--- src/rtl/subtract_square_engine.sv ---
// SubtractSquare match engine: loads a heap, squares each accepted root, applies it or the largest fitting square.
// Legal move lands 3 edges after acceptance, forced move 3+k_final; move_ready only in WAIT, extra move_valid ignored.
module subtract_square_engine #(
    parameter int                 STATE_W     = 8,
    parameter int                 INPUT_W     = 4,
    parameter int                 NUM_PLAYERS = 2,
    parameter logic [STATE_W-1:0] LFSR_SEED   = 8'hA5,
    localparam int                PW          = (NUM_PLAYERS > 2) ? $clog2(NUM_PLAYERS) : 1
) (
    input  logic               clk,
    input  logic               reset_n,
    input  logic               start,
    input  logic               init_sel,
    input  logic [STATE_W-1:0] init_value,
    input  logic               move_valid,
    output logic               move_ready,
    input  logic [INPUT_W-1:0] player_input,
    output logic [STATE_W-1:0] game_state,
    output logic [PW-1:0]      current_player,
    output logic [STATE_W-1:0] last_move,
    output logic               forced,
    output logic               move_done,
    output logic               game_over,
    output logic [PW-1:0]      winner,
    output logic               busy
);

    typedef enum logic [2:0] {
        S_IDLE, S_INIT, S_WAIT, S_EVAL, S_CHECK, S_FORCE, S_APPLY, S_OVER
    } state_t;

    localparam int SW = 2 * INPUT_W;
    localparam int CW = 2 * INPUT_W + 2;

    function automatic logic [15:0] tap_mask(input int w);
        case (w)
            4:       return 16'h000C;
            5:       return 16'h0014;
            6:       return 16'h0030;
            7:       return 16'h0060;
            8:       return 16'h00B8;
            9:       return 16'h0110;
            10:      return 16'h0240;
            11:      return 16'h0500;
            12:      return 16'h0829;
            13:      return 16'h100D;
            14:      return 16'h2015;
            15:      return 16'h6000;
            16:      return 16'hD008;
            default: return 16'h000C;
        endcase
    endfunction

    localparam logic [15:0] TAPS = tap_mask(STATE_W);

    state_t             state, state_nxt;
    logic [STATE_W-1:0] lfsr;
    logic [INPUT_W-1:0] in_reg, k_reg;
    logic [SW-1:0]      sq_reg;
    logic               force_flag;

    logic [INPUT_W:0]   k_inc;
    logic [CW-1:0]      k_inc_sq, gs_ext;
    logic               legal, fits;
    logic [STATE_W-1:0] init_pick, heap_after;

    assign k_inc      = {1'b0, k_reg} + 1'b1;
    assign k_inc_sq   = CW'(k_inc) * CW'(k_inc);
    assign gs_ext     = CW'(game_state);
    assign legal      = (in_reg != '0) && (CW'(sq_reg) <= gs_ext);
    assign fits       = (k_inc_sq <= gs_ext);
    assign init_pick  = init_sel ? init_value : lfsr;
    assign heap_after = game_state - STATE_W'(sq_reg);

    assign move_ready = (state == S_WAIT);
    assign busy       = !(state == S_IDLE || state == S_WAIT || state == S_OVER);

    // Free-running: the value captured at INIT depends on when start arrives.
    always_ff @(posedge clk) begin
        if (!reset_n) lfsr <= LFSR_SEED;
        else          lfsr <= {lfsr[STATE_W-2:0], ^(lfsr & TAPS[STATE_W-1:0])};
    end

    always_ff @(posedge clk) begin
        if (!reset_n) state <= S_IDLE;
        else          state <= state_nxt;
    end

    always_comb begin
        state_nxt = state;
        case (state)
            S_IDLE:  if (start) state_nxt = S_INIT;
            S_INIT:  state_nxt = S_WAIT;
            S_WAIT:  if (move_valid) state_nxt = S_EVAL;
            S_EVAL:  state_nxt = S_CHECK;
            S_CHECK: state_nxt = legal ? S_APPLY : S_FORCE;
            S_FORCE: if (!fits) state_nxt = S_APPLY;
            S_APPLY: state_nxt = (heap_after == '0) ? S_OVER : S_WAIT;
            S_OVER:  if (start) state_nxt = S_INIT;
            default: state_nxt = S_IDLE;
        endcase
    end

    always_ff @(posedge clk) begin
        if (!reset_n) begin
            game_state     <= '0;
            current_player <= '0;
            last_move      <= '0;
            forced         <= 1'b0;
            move_done      <= 1'b0;
            game_over      <= 1'b0;
            winner         <= '0;
            in_reg         <= '0;
            k_reg          <= '0;
            sq_reg         <= '0;
            force_flag     <= 1'b0;
        end else begin
            move_done <= 1'b0;
            case (state)
                S_INIT: begin
                    game_state     <= (init_pick == '0) ? '1 : init_pick;
                    current_player <= '0;
                    last_move      <= '0;
                    forced         <= 1'b0;
                    game_over      <= 1'b0;
                    winner         <= '0;
                end
                S_WAIT:  if (move_valid) in_reg <= player_input;
                S_EVAL:  sq_reg <= SW'(in_reg) * SW'(in_reg);
                S_CHECK: begin
                    force_flag <= !legal;
                    k_reg      <= INPUT_W'(1);
                end
                S_FORCE: begin
                    if (fits) k_reg  <= k_inc[INPUT_W-1:0];
                    else      sq_reg <= SW'(k_reg) * SW'(k_reg);
                end
                S_APPLY: begin
                    game_state <= heap_after;
                    last_move  <= STATE_W'(sq_reg);
                    forced     <= force_flag;
                    move_done  <= 1'b1;
                    if (heap_after == '0) begin
                        game_over <= 1'b1;
                        winner    <= current_player;
                    end else if (current_player == PW'(NUM_PLAYERS - 1)) begin
                        current_player <= '0;
                    end else begin
                        current_player <= current_player + 1'b1;
                    end
                end
                default: ;
            endcase
        end
    end

endmodule

--- config.mk ---
export PLATFORM = sky130hd
export DESIGN_NAME = subtract_square_engine
export DESIGN_NICKNAME = d
export VERILOG_FILES = /design/src/rtl/subtract_square_engine.sv
export SDC_FILE = /design/constraint.sdc
export NUM_CORES = 1
export LEC_CHECK = 0
export BUFFER_PORTS_ARGS = -buffer_cell sky130_fd_sc_hd__buf_2
export CORE_UTILIZATION = 50
export CTS_BUF_LIST = sky130_fd_sc_hd__clkbuf_4 sky130_fd_sc_hd__clkbuf_8 sky130_fd_sc_hd__clkbuf_16
export DETAILED_ROUTE_END_ITERATION = 6
export HOLD_SLACK_MARGIN = 0.02
export PLACE_DENSITY = 0.7
export SYNTH_ARGS = -nofsm -noshare
export SYNTH_HDL_FRONTEND = slang
export SYNTH_SLANG_ARGS = --single-unit
--- constraint.sdc ---
create_clock -name clk -period 13 [get_ports clk]
set_input_delay 2.6 -clock clk [delete_from_list [all_inputs] [get_ports clk]]
set_output_delay 2.6 -clock clk [all_outputs]
set_load 0.02 [all_outputs]
Word level (Yosys, flattened, before mapping)
Cells that the tools add are included.
Storage, ports and cells
  register bits: 49
  output and inout bits: 23
  bits of input ports: 17
Operators by class
  mux-type cells: 23
  $lt $le $gt $ge: 2
  eq/ne operators: 13
  multiply operators: 3
  reductions and logical operators: 20
  add/subtract/negate cells: 3
Operators with widths (count)
  $pmux W8 S2: 3
  $mux W8: 3
  $pmux W3 S7: 1
  $logic_not A8 Y1: 2
  $mul A4 B4 Y8: 2
  $eq A3 B3 Y1 const B: 4
  $mux W3: 4
  $le A10 B8 Y1: 1
  $mul A5 B5 Y10: 1
  $ne A2 B2 Y1 const B: 5
  $reduce_and A2 Y1: 5
  $le A8 B8 Y1: 1
  $pmux W1 S2: 4
  $pmux W4 S2: 1
  $reduce_xor A8 Y1: 1
  $sub A8 B8 Y8: 1
  $eq A3 B2 Y1 const B: 2
  $reduce_bool A2 Y1: 3
  $add A4 B1 Y5 const B: 1
  $mux W1: 5
  $mux W4: 1
  $reduce_bool A4 Y1: 1
  $eq A3 B1 Y1 const B: 1
  $logic_not A3 Y1: 1
  other kinds (8): 10

Depth between registers and ports, before layout
Gate-level depths: netlist of run 1.
  word-level depth: 5
  depth in mapped cells: 22
  mapped depth without buffers: 21

Worst setup path before layout of run 1
OpenSTA, ideal clock, no wires.
  path type: register to register
  start point: reg k_reg[0]
  end point: reg sq_reg[0]
  buffers on the path: 1
  arrival time: 5.094 ns
  path slack: 7.779 ns
  setup time: 0.128 ns
  period minus slack after synthesis: 5.221 ns
  cell stages (with the launch flop): 23
  cell sequence: dfxtp_1 buf_2 and2_1 nand2_1 xor2_1 or2_2 fa_1 fa_1 inv_1 ha_1 a41o_1 ha_1 nand2_1 o21ai_0 xor2_1 ha_1 a211oi_1 o31a_1 a221oi_1 nor4b_4 inv_2 a311oi_1 nor2_1
On the way
  word-level cells in the longest chain between the ends: 5
  elaborated cells between the ends (all ways): 8
RTL lines
  from (decl): line 58  | logic [INPUT_W-1:0] in_reg, k_reg;
  from (signal assigned): line 135  | if (fits) k_reg <= k_inc[INPUT_W-1:0];
  $add A4 B1 Y5: line 67  | assign k_inc = {1'b0, k_reg} + 1'b1;
  $mul A5 B5 Y10: line 68  | assign k_inc_sq = CW'(k_inc) * CW'(k_inc);
  $le A10 B8 Y1: line 71  | assign fits = (k_inc_sq <= gs_ext);
  $ne A2 B2 Y1 (no line)
  $reduce_and A2 Y1 (no line)
  to (signal assigned): line 129  | S_EVAL: sq_reg <= SW'(in_reg) * SW'(in_reg);
  to (signal assigned): line 136  | else sq_reg <= SW'(k_reg) * SW'(k_reg);
  to (decl): line 59  | logic [SW-1:0] sq_reg;
Parallel ways exist; a longest one is shown, timed or not. The select of a mux whose other input is x is not followed.
A chain may end at the register's enable or synchronous reset.

Final worst setup path of run 1
  start point: reg k_reg[2]
  end point: reg sq_reg[3]
Same word-level chain as after synthesis.

==> results of run 1 <==
## cell usage in the layout (no fill, tap or decap), types with 11 or more instances in the layout
| cell type | synthesis | final |
|---|---|---|
| buf_2 | 2 | 38 |
| dfxtp_1 | 47 | 47 |
| a21oi_1 | 32 | 32 |
| and2_1 | 18 | 18 |
| nand3_1 | 14 | 14 |
| nand2_1 | 25 | 25 |
| a22oi_1 | 11 | 11 |
| inv_1 | 25 | 25 |
| o21ai_0 | 11 | 11 |
| ha_1 | 36 | 36 |
| nor2_1 | 36 | 36 |
| nor2b_1 | 13 | 13 |
## worst register-to-register path, delay by kind of cell, from the launching register on
| family | cells | cell delay (ns) |
|---|---|---|
| AND/OR/NAND/NOR | 6 | 1.41 |
| flip-flops | 1 | 0.58 |
| adder cells (fa/ha/maj) | 5 | 1.90 |
| XOR/XNOR | 2 | 0.38 |
| buffers and inverters | 2 | 0.18 |
| AO/OA/AOI/OAI | 6 | 1.27 |
## per-layer routing
layer / up-vias / wire length [µm] / global-route usage [%]
met5: - / 0 / 0
met4: 0 / 125 / 6.818
met3: 22 / 555 / 5.294
met2: 113 / 3686 / 36.07
met1: 1471 / 3902 / 32.73
li1: 1573 / - / -
## worst paths after layout
| check | slack [ns] | from | depth (start not counted) | endpoint |
|---|---|---|---|---|
| max | 7.17 | k_reg[2]$_SDFFE_PN0P_ | 21 | sq_reg[3]$_SDFFE_PN0P_ |
| min | 0.46 | game_over$_SDFFE_PN0P_ | 2 | game_over$_SDFFE_PN0P_ |
| max reg2reg | 7.17 | k_reg[2]$_SDFFE_PN0P_ | 21 | sq_reg[3]$_SDFFE_PN0P_ |
| min reg2reg | 0.46 | game_over$_SDFFE_PN0P_ | 2 | game_over$_SDFFE_PN0P_ |
## area by class of cell
| cell class | count | area, µm² |
|---|---|---|
| Clock buffer | 5 | 68.82 |
| Inverter | 27 | 101.3 |
| Clock inverter | 3 | 43.79 |
| Sequential cell | 47 | 940.9 |
| Multi-Input combinational cell | 331 | 2370 |
| Tap cell | 80 | 100.1 |
| Timing Repair Buffer | 38 | 190.2 |
| Fill cell | 629 | 2942 |
## power groups by stage
stage	logic (mW)	registers [mW]	clock network, mW
global route	0.129	0.168	0.116
global placement	0.113	0.169	0
CTS	0.116	0.166	0.111
detailed placement	0.114	0.169	0
floorplan	0.0878	0.167	0
finish	0.118	0.166	0.111
## logic make-up (layout without fill, tap and decap cells)
logic type / count (synthesis) / count (layout) / share of synthesized area, %
AOI/OAI and AO/OA: 106 / 106 / 20.71
xor gates and xnor gates: 19 / 19 / 4.774
adders and majority gates: 39 / 39 / 14.64
buffers and inverters: 46 / 73 / 5.133
DFF: 47 / 47 / 26.99
muxes: 12 / 12 / 3.518
other: 1 / 2 / 0.1076
and+or+nand+nor: 153 / 153 / 24.12
## stage by stage
step | setup slack (ns) | cell area, µm²
after floorplan | 7.779 | 3490
after global placement | 7.408 | 3702
after detailed placement | 7.207 | 3702
after CTS | 7.192 | 3815
after global routing | 6.739 | 3815
final | 7.172 | 3815
==> flow_metrics.py, run 1 <==
metrics = {
    "power_and_ir_drop": {
        "leakage_nw": 1.706,
        "power.total_uw": 394.8,
        "internal_power_uw": 258.1,
        "peakVddDrop_mv": 0.08744,
        "clkPwrFrac_pct": 28.0,
        "swShare_pct": 34.62,
        "switching_power_uw": 136.7,
        "power.density_nw_per_um2": 103.5,
        "power_frac_seq_pct": 42.1,
        "power_frac_comb_pct": 29.9,
    },
    "die": {
        "die_w_um": 85.50,
        "core_um2": 6756,
        "fp.dieH_um": 85.50,
        "die_area_um2": 7309,
        "std_cell_rows": 30,
        "ios": 40,
        "start_util_pct": 51.59,
    },
    "worst_setup_path": {
        "crit_path_start_kind": "flip-flop",
        "endpoint_kind": "flip-flop",
        "critPathArrivalTime_ns": 6.00,
        "path_delay_family": "adder cells",
        "crit_type": "reg2reg",
        "crit_chain": "and2_1 > nand2_1 > xor2_1 > or2_2 > fa_1 > fa_1 > inv_1 > ha_1 > a41o_1 > ha_1 > nand2_1 > o21ai_0 > xor2_1 > ha_1 > a211oi_1 > o31a_1 > a221oi_1 > nor4b_4 > inv_2 > a311oi_1 > nor2_1",
        "slowest_stage": "dfxtp_1",
        "crit_buf_inv": 2,
        "required_ns": 13.17,
        "cp_max_fo": 13,
        "path_common_cell": "ha_1",
        "slowest_delay_ns": 0.58,
    },
    "cts": {
        "cts_root_buffer": "clkbuf_8",
        "cts-resized-gates": 0,
        "cts_tree": "yes",
        "cts_htree_levels": 2,
        "cts_hold_buf": 0,
        "postCtsSetupRepairBufs": 0,
        "ctsLongestPathBuffers": 2,
        "clock_sinks": 47,
        "cts_buffers": 5,
        "path_clk_slew_ns": 0.09,
        "clock_latency_ns": 0.31,
    },
    "global_routing": {
        "grt_pass1_vias": 2914,
        "antenna_found_initial": 0,
        "grt_pass1_wl_um": 13760,
        "track_usage_pct": 23.37,
        "grt_max_degree": 35,
        "grt_overflow_total": 0,
    },
    "final_layout": {
        "fin_cells": 531,
        "area_growth_pct": 9.440,
        "nets": 506,
        "drive_gt1_share_pct": 13.08,
        "antenna-diode-count": 0,
        "reg_top3": "game_state x8, lfsr x8",
        "final_core_util_pct": 56.46,
    },
    "yosys": {
        "syn_inst": 423,
        "syn_avg_cell_area_um2": 8.241,
        "ys_seq_elements": 47,
        "netlist_area_um2": 3486,
        "yosys-top-cells-area": "dfxtp_1 27%, ha_1 13%, a21oi_1 4.6%",
        "synth.top_cell.area_share_pct": 26.99,
        "synth.most_common_cell": "dfxtp_1",
        "synth_edf_count": 0,
        "yosys.area.top_type": "dfxtp_1",
        "ys_types": 67,
        "async_reset_ff_share_pct": 0,
        "synth_common_cells": "47 x dfxtp_1, 36 x ha_1, 36 x nor2_1",
        "ys.flop_type": "dfxtp_1",
        "ys.warnings.count": 0,
        "ys_seq_area_share_pct": 26.99,
    },
    "timing": {
        "rsz0062_at_grt": "no",
        "period_share_pct": 44.83,
        "min_period_ns": 5.828,
        "maxSlewViolCount": 0,
        "skew_ns": 0.006494,
        "finalHoldViolations": 0,
        "max_freq_mhz": 171.6,
        "slew_headroom_pct": 31.91,
        "setup_violations": 0,
        "max_slew.worst_pin.slew_ns": 1.018,
        "setup_tns_ns": 0,
        "holdWs_ns": 0.4573,
    },
    "placement": {
        "dp.cells": 523,
        "hpwl_um": 6227,
        "gp_congestion": 0.9273,
        "io_buffers": 38,
    },
    "detailed_routing": {
        "first_iter_violations": 185,
        "wirelength_um": 8270,
        "drt-pass1-iter-count": 6,
        "drc": 0,
        "ant_nets": 0,
        "via_per_inst": 5.987,
        "via_count": 3179,
        "avgRoutedWirePerCell_um": 15.57,
    },
    "flow_run": {
        "drv_cap": 0,
    },
    "run_status": {
        "status": "finished clean",
    },
    "min_path": {
        "hold_class": "reg2reg",
    },
}
Note: power is estimated with default switching activity, not from simulation.
==> run 2, diff against run 1 <==
Settings changed: ABC_AREA from default to 1.
Clock period 13 ns to 5.7 ns, I/O delays scaled along.
==> run 2 against run 1 <==
Net effect:
- combinational power rose to 7.6 times the previous value
- maximum frequency up 15%
- design area rose by 0.69%
- area after synthesis up 0.68%
- global-route usage rose by 0.25 points
- critical endpoint is now sq_reg[4]$_SDFFE_PN0P_
- highest routed layer unchanged
==> flow_metrics.py, run 2 <==
metrics = {
    "run_status": {
        "status": "finished clean",
    },
    "placement": {
        "place_area_um2": 3745,
        "dp.cells": 625,
        "gp_congestion": 0.9083,
        "pre_cts_slack_ns": 0.6642,
        "hpwl_um": 6634,
        "io_buffers": 38,
    },
    "cts": {
        "cts_hold_buf": 0,
        "clock_latency_ns": 0.31,
        "clock_sinks": 47,
        "cts-resized-gates": 0,
        "cts_buffers": 5,
        "ctsLongestPathBuffers": 2,
        "cts_root_buffer": "clkbuf_8",
        "path_clk_slew_ns": 0.10,
        "cts_htree_levels": 2,
        "cts_tree": "yes",
        "postCtsSetupRepairBufs": 0,
    },
    "yosys": {
        "yosys.area.top_type": "dfxtp_1",
        "ys.flop_type": "dfxtp_1",
        "synth_edf_count": 0,
        "synthSimpleGateAreaFrac_pct": 27.17,
        "synth_compound_area_share_pct": 13.98,
        "async_reset_ff_share_pct": 0,
        "ys_seq_elements": 47,
        "yosys-top-cells-area": "dfxtp_1 27%, ha_1 13%, inv_1 9.0%",
        "ys_seq_area_share_pct": 26.81,
        "netlist_area_um2": 3510,
        "syn_inst": 502,
        "synth_common_cells": "84 x inv_1, 84 x nand2_1, 50 x nor2_1",
        "synth_fa_ha_area_share_pct": 14.55,
        "synth-xor-area-share_pct": 3.244,
        "syn_avg_cell_area_um2": 6.991,
        "synth_mux_area_share_pct": 2.567,
        "synth_top_family_by_area": "simple AND/OR/NAND/NOR gates",
        "synth.top_cell.area_share_pct": 26.81,
        "ys_types": 42,
        "ys.warnings.count": 0,
    },
    "power_and_ir_drop": {
        "internal_power_uw": 804.3,
        "power.density_nw_per_um2": 415.2,
        "clkPwrFrac_pct": 13.7,
        "leakage_nw": 2.074,
        "power.total_mw": 1.595,
        "peakVddDrop_mv": 0.3077,
        "swShare_pct": 49.56,
        "switching_power_uw": 790.4,
        "power_frac_seq_pct": 29.8,
        "power_frac_comb_pct": 56.5,
    },
    "final_layout": {
        "fin_cells": 633,
        "nets": 592,
        "drive_gt1_share_pct": 13.97,
        "antenna-diode-count": 0,
        "area_growth_pct": 9.447,
        "reg_top3": "game_state x8, lfsr x8",
        "finish.instance_area_um2": 3841,
        "final_core_util_pct": 56.54,
        "layout_common_cells": "84 x inv_1, 84 x nand2_1, 50 x nor2_1",
    },
    "timing": {
        "max_slew.worst_pin.slew_ns": 0.9262,
        "maxSlewViolCount": 0,
        "max_freq_mhz": 197.9,
        "period_share_pct": 88.64,
        "setup_tns_ns": 0,
        "rsz0062_at_grt": "no",
        "slew_headroom_pct": 38.03,
        "setup_slack_ns": 0.6474,
        "finalHoldViolations": 0,
        "min_period_ns": 5.053,
        "setup_violations": 0,
        "skew_ns": 0.009788,
        "holdWs_ns": 0.4659,
    },
    "detailed_routing": {
        "drt-pass1-iter-count": 5,
        "avgRoutedWirePerCell_um": 12.91,
        "highest_layer": "met4",
        "dr_wl_met3_um": 415,
        "via_count": 3321,
        "wirelength_um": 8170,
        "first_iter_violations": 166,
        "wl_met2_um": 3643,
        "via_per_inst": 5.246,
        "wl_met1_um": 4070,
        "ant_nets": 0,
        "drc": 0,
    },
    "die": {
        "std_cell_rows": 30,
        "start_util_pct": 51.66,
        "die_area_um2": 7358,
        "die_w_um": 85.78,
        "core_um2": 6794,
        "fp.dieH_um": 85.78,
        "ios": 40,
    },
    "min_path": {
        "hold_class": "reg2reg",
    },
    "worst_setup_path": {
        "crit_type": "reg2reg",
        "required_ns": 5.91,
        "crit_path_start_kind": "flip-flop",
        "endpoint_kind": "flip-flop",
        "critPathArrivalTime_ns": 5.26,
        "cp_max_fo": 11,
    },
    "global_routing": {
        "grt_pass1_wl_um": 13920,
        "track_usage_pct": 23.62,
        "grt_max_degree": 34,
        "grt_pass1_vias": 2998,
        "antenna_found_initial": 0,
        "grt_overflow_total": 0,
    },
    "flow_run": {
        "drv_cap": 0,
    },
}
run 2: layer usage:
metal	up-vias	GRT usage [%]
li1	1702	-
met4	0	4.848
met2	96	37.67
met1	1518	34.46
met5	-	0
met3	5	2.599
run 2: layout make-up:
type                       instances  area [µm²]
clock buffer                       5       68.82
clock inverter                     3       27.53
fill                             640        2953
inverter                          87       327.8
multi-input combinational        357        2166
sequential                        47       940.9
tap                               96       120.1
timing repair buffer              38       190.2
run 2: power groups by stage:
| stage | clock [mW] | combinational, mW | sequential, mW |
|---|---|---|---|
| global route | 0.234 | 1.02 | 0.486 |
| global placement | 0 | 0.876 | 0.480 |
| finish | 0.218 | 0.901 | 0.476 |
| detailed placement | 0 | 0.884 | 0.482 |
| floorplan | 0 | 0.672 | 0.489 |
| CTS | 0.225 | 0.889 | 0.475 |
run 2: final timing paths:
path	startpoint	to	slack, ns	depth (start not counted)
hold reg to reg	lfsr[0]$_SDFF_PN1_	lfsr[1]$_SDFF_PN0_	0.47	2
setup / recovery	k_reg[0]$_SDFFE_PN0P_	sq_reg[4]$_SDFFE_PN0P_	0.65	25
setup reg to reg	k_reg[0]$_SDFFE_PN0P_	sq_reg[4]$_SDFFE_PN0P_	0.65	25
hold / removal	lfsr[0]$_SDFF_PN1_	lfsr[1]$_SDFF_PN0_	0.47	2
run 2: kinds of logic (layout without fill, tap and decap cells):
kind of cell | count (synthesis) | after routing
other | 1 | 2
AND/OR/NAND/NOR | 210 | 210
flip-flops | 47 | 47
adder cells (fa/ha/maj) | 39 | 39
XOR/XNOR | 13 | 13
AO/OA/AOI/OAI | 84 | 84
multiplexers | 9 | 9
buffers and inverters | 99 | 133
run 2: worst max-delay path, stage by stage (launching register included):
cell and delay (ns):
dfxtp_1 0.45, ha_1 0.31, nand2_1 0.10, clkinv_2 0.10, nor2_1 0.25, inv_1 0.16
fa_1 0.52, fa_1 0.51, inv_1 0.04, ha_1 0.27, a31o_2 0.24, ha_1 0.34
nand2_1 0.09, nand2_1 0.06, a21oi_1 0.16, xnor2_1 0.09, ha_1 0.27, nand2_1 0.09
nor3_4 0.20, nand3_1 0.10, nand2_2 0.10, nand3_2 0.12, nand2_4 0.18, inv_2 0.06
nor2_1 0.09, nor2_1 0.04
==> run 3, diff against run 2 <==
Settings changed: ABC_AREA 1 to 0.
==> run 3 against run 2 <==
Net effect:
- utilization is essentially flat
- design area shrank 0.62%
- clock power shrank 9.6%
- count of clock-buffer cells in the layout is the same
- via count shrank 6.5%
- non-clock buffer count grew 4
- routed wire length shrank 1.5%
- register-to-register slack lost 0.28 ns
- worst setup slack lost 0.28 ns
- hold slack lost 0.012 ns
- global-route usage shrank 0.30 points
- critical path type unchanged
- highest routed layer unchanged
==> flow_metrics.py, run 3 (synthesis results as in run 1) <==
metrics = {
    "run_status": {
        "status": "finished clean",
    },
    "timing": {
        "skew_ns": 0.005297,
        "max_slew.worst_pin.slew_ns": 1.059,
        "max_freq_mhz": 187.5,
        "rsz0062_at_grt": "no",
        "period_share_pct": 93.56,
        "setup_violations": 0,
        "slew_headroom_pct": 29.13,
        "setup_slack_ns": 0.3668,
        "maxSlewViolCount": 0,
        "finalHoldViolations": 0,
        "min_period_ns": 5.333,
        "setup_tns_ns": 0,
    },
    "cts": {
        "cts_tree": "yes",
        "ctsLongestPathBuffers": 2,
        "cts_buffers": 5,
        "clock_latency_ns": 0.31,
        "cts_root_buffer": "clkbuf_8",
        "clock_sinks": 47,
        "cts_htree_levels": 2,
        "path_clk_slew_ns": 0.09,
    },
    "power_and_ir_drop": {
        "power_frac_comb_pct": 32.1,
        "power.density_nw_per_um2": 222.2,
        "swShare_pct": 35.51,
        "clkPwrFrac_pct": 23.2,
        "internal_power_uw": 547.1,
        "leakage_nw": 1.717,
        "switching_power_uw": 301.3,
        "peakVddDrop_mv": 0.1670,
        "power_frac_seq_pct": 44.7,
    },
    "placement": {
        "hpwl_um": 6266,
        "gp_congestion": 0.9279,
        "pre_cts_slack_ns": 0.08034,
        "io_buffers": 38,
        "place_area_um2": 3717,
    },
    "final_layout": {
        "finish.instance_area_um2": 3817,
        "nets": 510,
        "layout_commonest_cell": "dfxtp_1",
        "antenna-diode-count": 0,
        "area_growth_pct": 9.512,
        "drive_gt1_share_pct": 14.07,
        "reg_top3": "game_state x8, lfsr x8",
        "layout_common_cells": "46 x dfxtp_1, 38 x buf_2, 36 x nor2_1, 36 x ha_1, 32 x a21oi_1",
    },
    "worst_setup_path": {
        "critPathArrivalTime_ns": 5.51,
        "timing.rr.end": "sq_reg[3]$_SDFFE_PN0P_",
        "slowest_delay_ns": 0.51,
        "path_common_cell": "ha_1",
        "crit_chain": "and2_1 > nand2_1 > xor2_1 > or2_2 > fa_1 > fa_1 > inv_1 > ha_1 > a41o_1 > ha_1 > nand2_1 > o21ai_0 > xor2_1 > ha_1 > a211oi_1 > o31a_1 > a221oi_1 > nor4b_4 > buf_4 > inv_2 > a311oi_1 > nor2_1",
        "crit_buf_inv": 3,
        "startpoint": "k_reg[0]$_SDFFE_PN0P_",
        "required_ns": 5.87,
        "slowest_stage": "fa_1",
        "crit_path_start_kind": "flip-flop",
        "crit_type": "reg2reg",
        "timing.rr.start": "k_reg[0]$_SDFFE_PN0P_",
        "cp_max_fo": 8,
        "reg2reg_slack_ns": 0.37,
        "r2r_cells": 22,
        "endpoint_kind": "flip-flop",
        "path_delay_family": "adder cells",
    },
    "min_path": {
        "hold_depth": 2,
        "hp-start": "game_over$_SDFFE_PN0P_",
        "hold_class": "reg2reg",
        "holdPathEnd": "game_over$_SDFFE_PN0P_",
    },
    "die": {
        "die_area_um2": 7309,
        "fp.dieH_um": 85.50,
        "core_um2": 6756,
        "ios": 40,
        "std_cell_rows": 30,
        "start_util_pct": 51.59,
        "die_w_um": 85.50,
    },
    "global_routing": {
        "track_usage_pct": 23.32,
        "grt_overflow_total": 0,
        "grt_pass1_vias": 2803,
        "grt_max_degree": 35,
        "antenna_found_initial": 0,
        "grt_pass1_wl_um": 13540,
    },
    "detailed_routing": {
        "via_per_inst": 5.804,
        "via_count": 3105,
        "drt-pass1-iter-count": 5,
        "drc": 0,
        "wirelength_um": 8049,
        "first_iter_violations": 154,
        "avgRoutedWirePerCell_um": 15.04,
        "ant_nets": 0,
    },
    "flow_run": {
        "drv_cap": 0,
    },
}
run 3: cell types whose count changed in the layout (fill, tap and decap cells not counted), moves of 11 or more:
cell	delta
nor2_1	-14
nand3_1	-28
and2_1	+18
nand2_1	-59
nor2b_1	+13
o21ai_0	-16
a22oi_1	+11
inv_1	-59
run 3: layer usage:
layer	GRT usage, %	vias to the layer above	routed length (µm)
li1	-	1585	-
met1	32.25	1428	3924
met2	37.60	81	3621
met3	3.850	11	391
met4	6.818	0	111
met5	0	-	0
run 3: worst reg2reg max path, stage by stage, from the launching register on:
cell and delay [ns]:
dfxtp_2 0.40, and2_1 0.19, nand2_1 0.13, xor2_1 0.19, or2_2 0.33, fa_1 0.47, fa_1 0.51, inv_1 0.04
ha_1 0.27, a41o_1 0.21, ha_1 0.34, nand2_1 0.08, o21ai_0 0.21, xor2_1 0.17, ha_1 0.27, a211oi_1 0.24
o31a_1 0.17, a221oi_1 0.10, nor4b_4 0.21, buf_4 0.19, inv_2 0.08, a311oi_1 0.30, nor2_1 0.08
run 3: worst max-delay path by stage:
stage	endpoint	slack (ns)	cells after the start
3_5_place_dp	sq_reg[3]$_SDFFE_PN0P_	0.08	21
4_1_cts	sq_reg[3]$_SDFFE_PN0P_	0.07	21
2_1_floorplan	sq_reg[0]$_SDFFE_PN0P_	0.48	22
5_1_grt	sq_reg[3]$_SDFFE_PN0P_	0.003	22
3_3_place_gp	k_reg[3]$_SDFFE_PN0P_	0.21	21
6_report	sq_reg[3]$_SDFFE_PN0P_	0.37	22
run 3: metrics by stage:
step	util (%)	hold slack, ns	instances	power, mW
after floorplan	-	0.4275	424	0.5801
after global placement	55.02	0.4376	525	0.6445
after detailed placement	55.02	0.4455	525	0.6470
after CTS	56.26	0.4613	533	0.8428
after global routing	56.50	0.5046	535	0.9015
final	56.50	0.4544	535	0.8484
run 3: what timing repair did:
action                                  4_1_cts  5_1_grt
resized for setup                             0        1
buffers inserted                              0        2
endpoints found under the setup margin        0       13
hold buffers                                  0        0
run 3: power by group through the flow:
stage          clock network, mW  logic (mW)  registers (mW)
3_5_place_dp                   0       0.261           0.386
6_report                   0.197       0.273           0.379
4_1_cts                    0.202       0.262           0.379
3_3_place_gp                   0       0.258           0.386
5_1_grt                    0.218       0.301           0.383
2_1_floorplan                  0       0.200           0.380
run 3: final cells by class:
class,count,area [µm²]
fill,639,2939
multi-input combinational,331,2370
sequential,47,942.2
timing repair buffer,42,220.2
inverter,27,101.3
tap,80,100.1
clock buffer,5,68.82
clock inverter,3,15.01
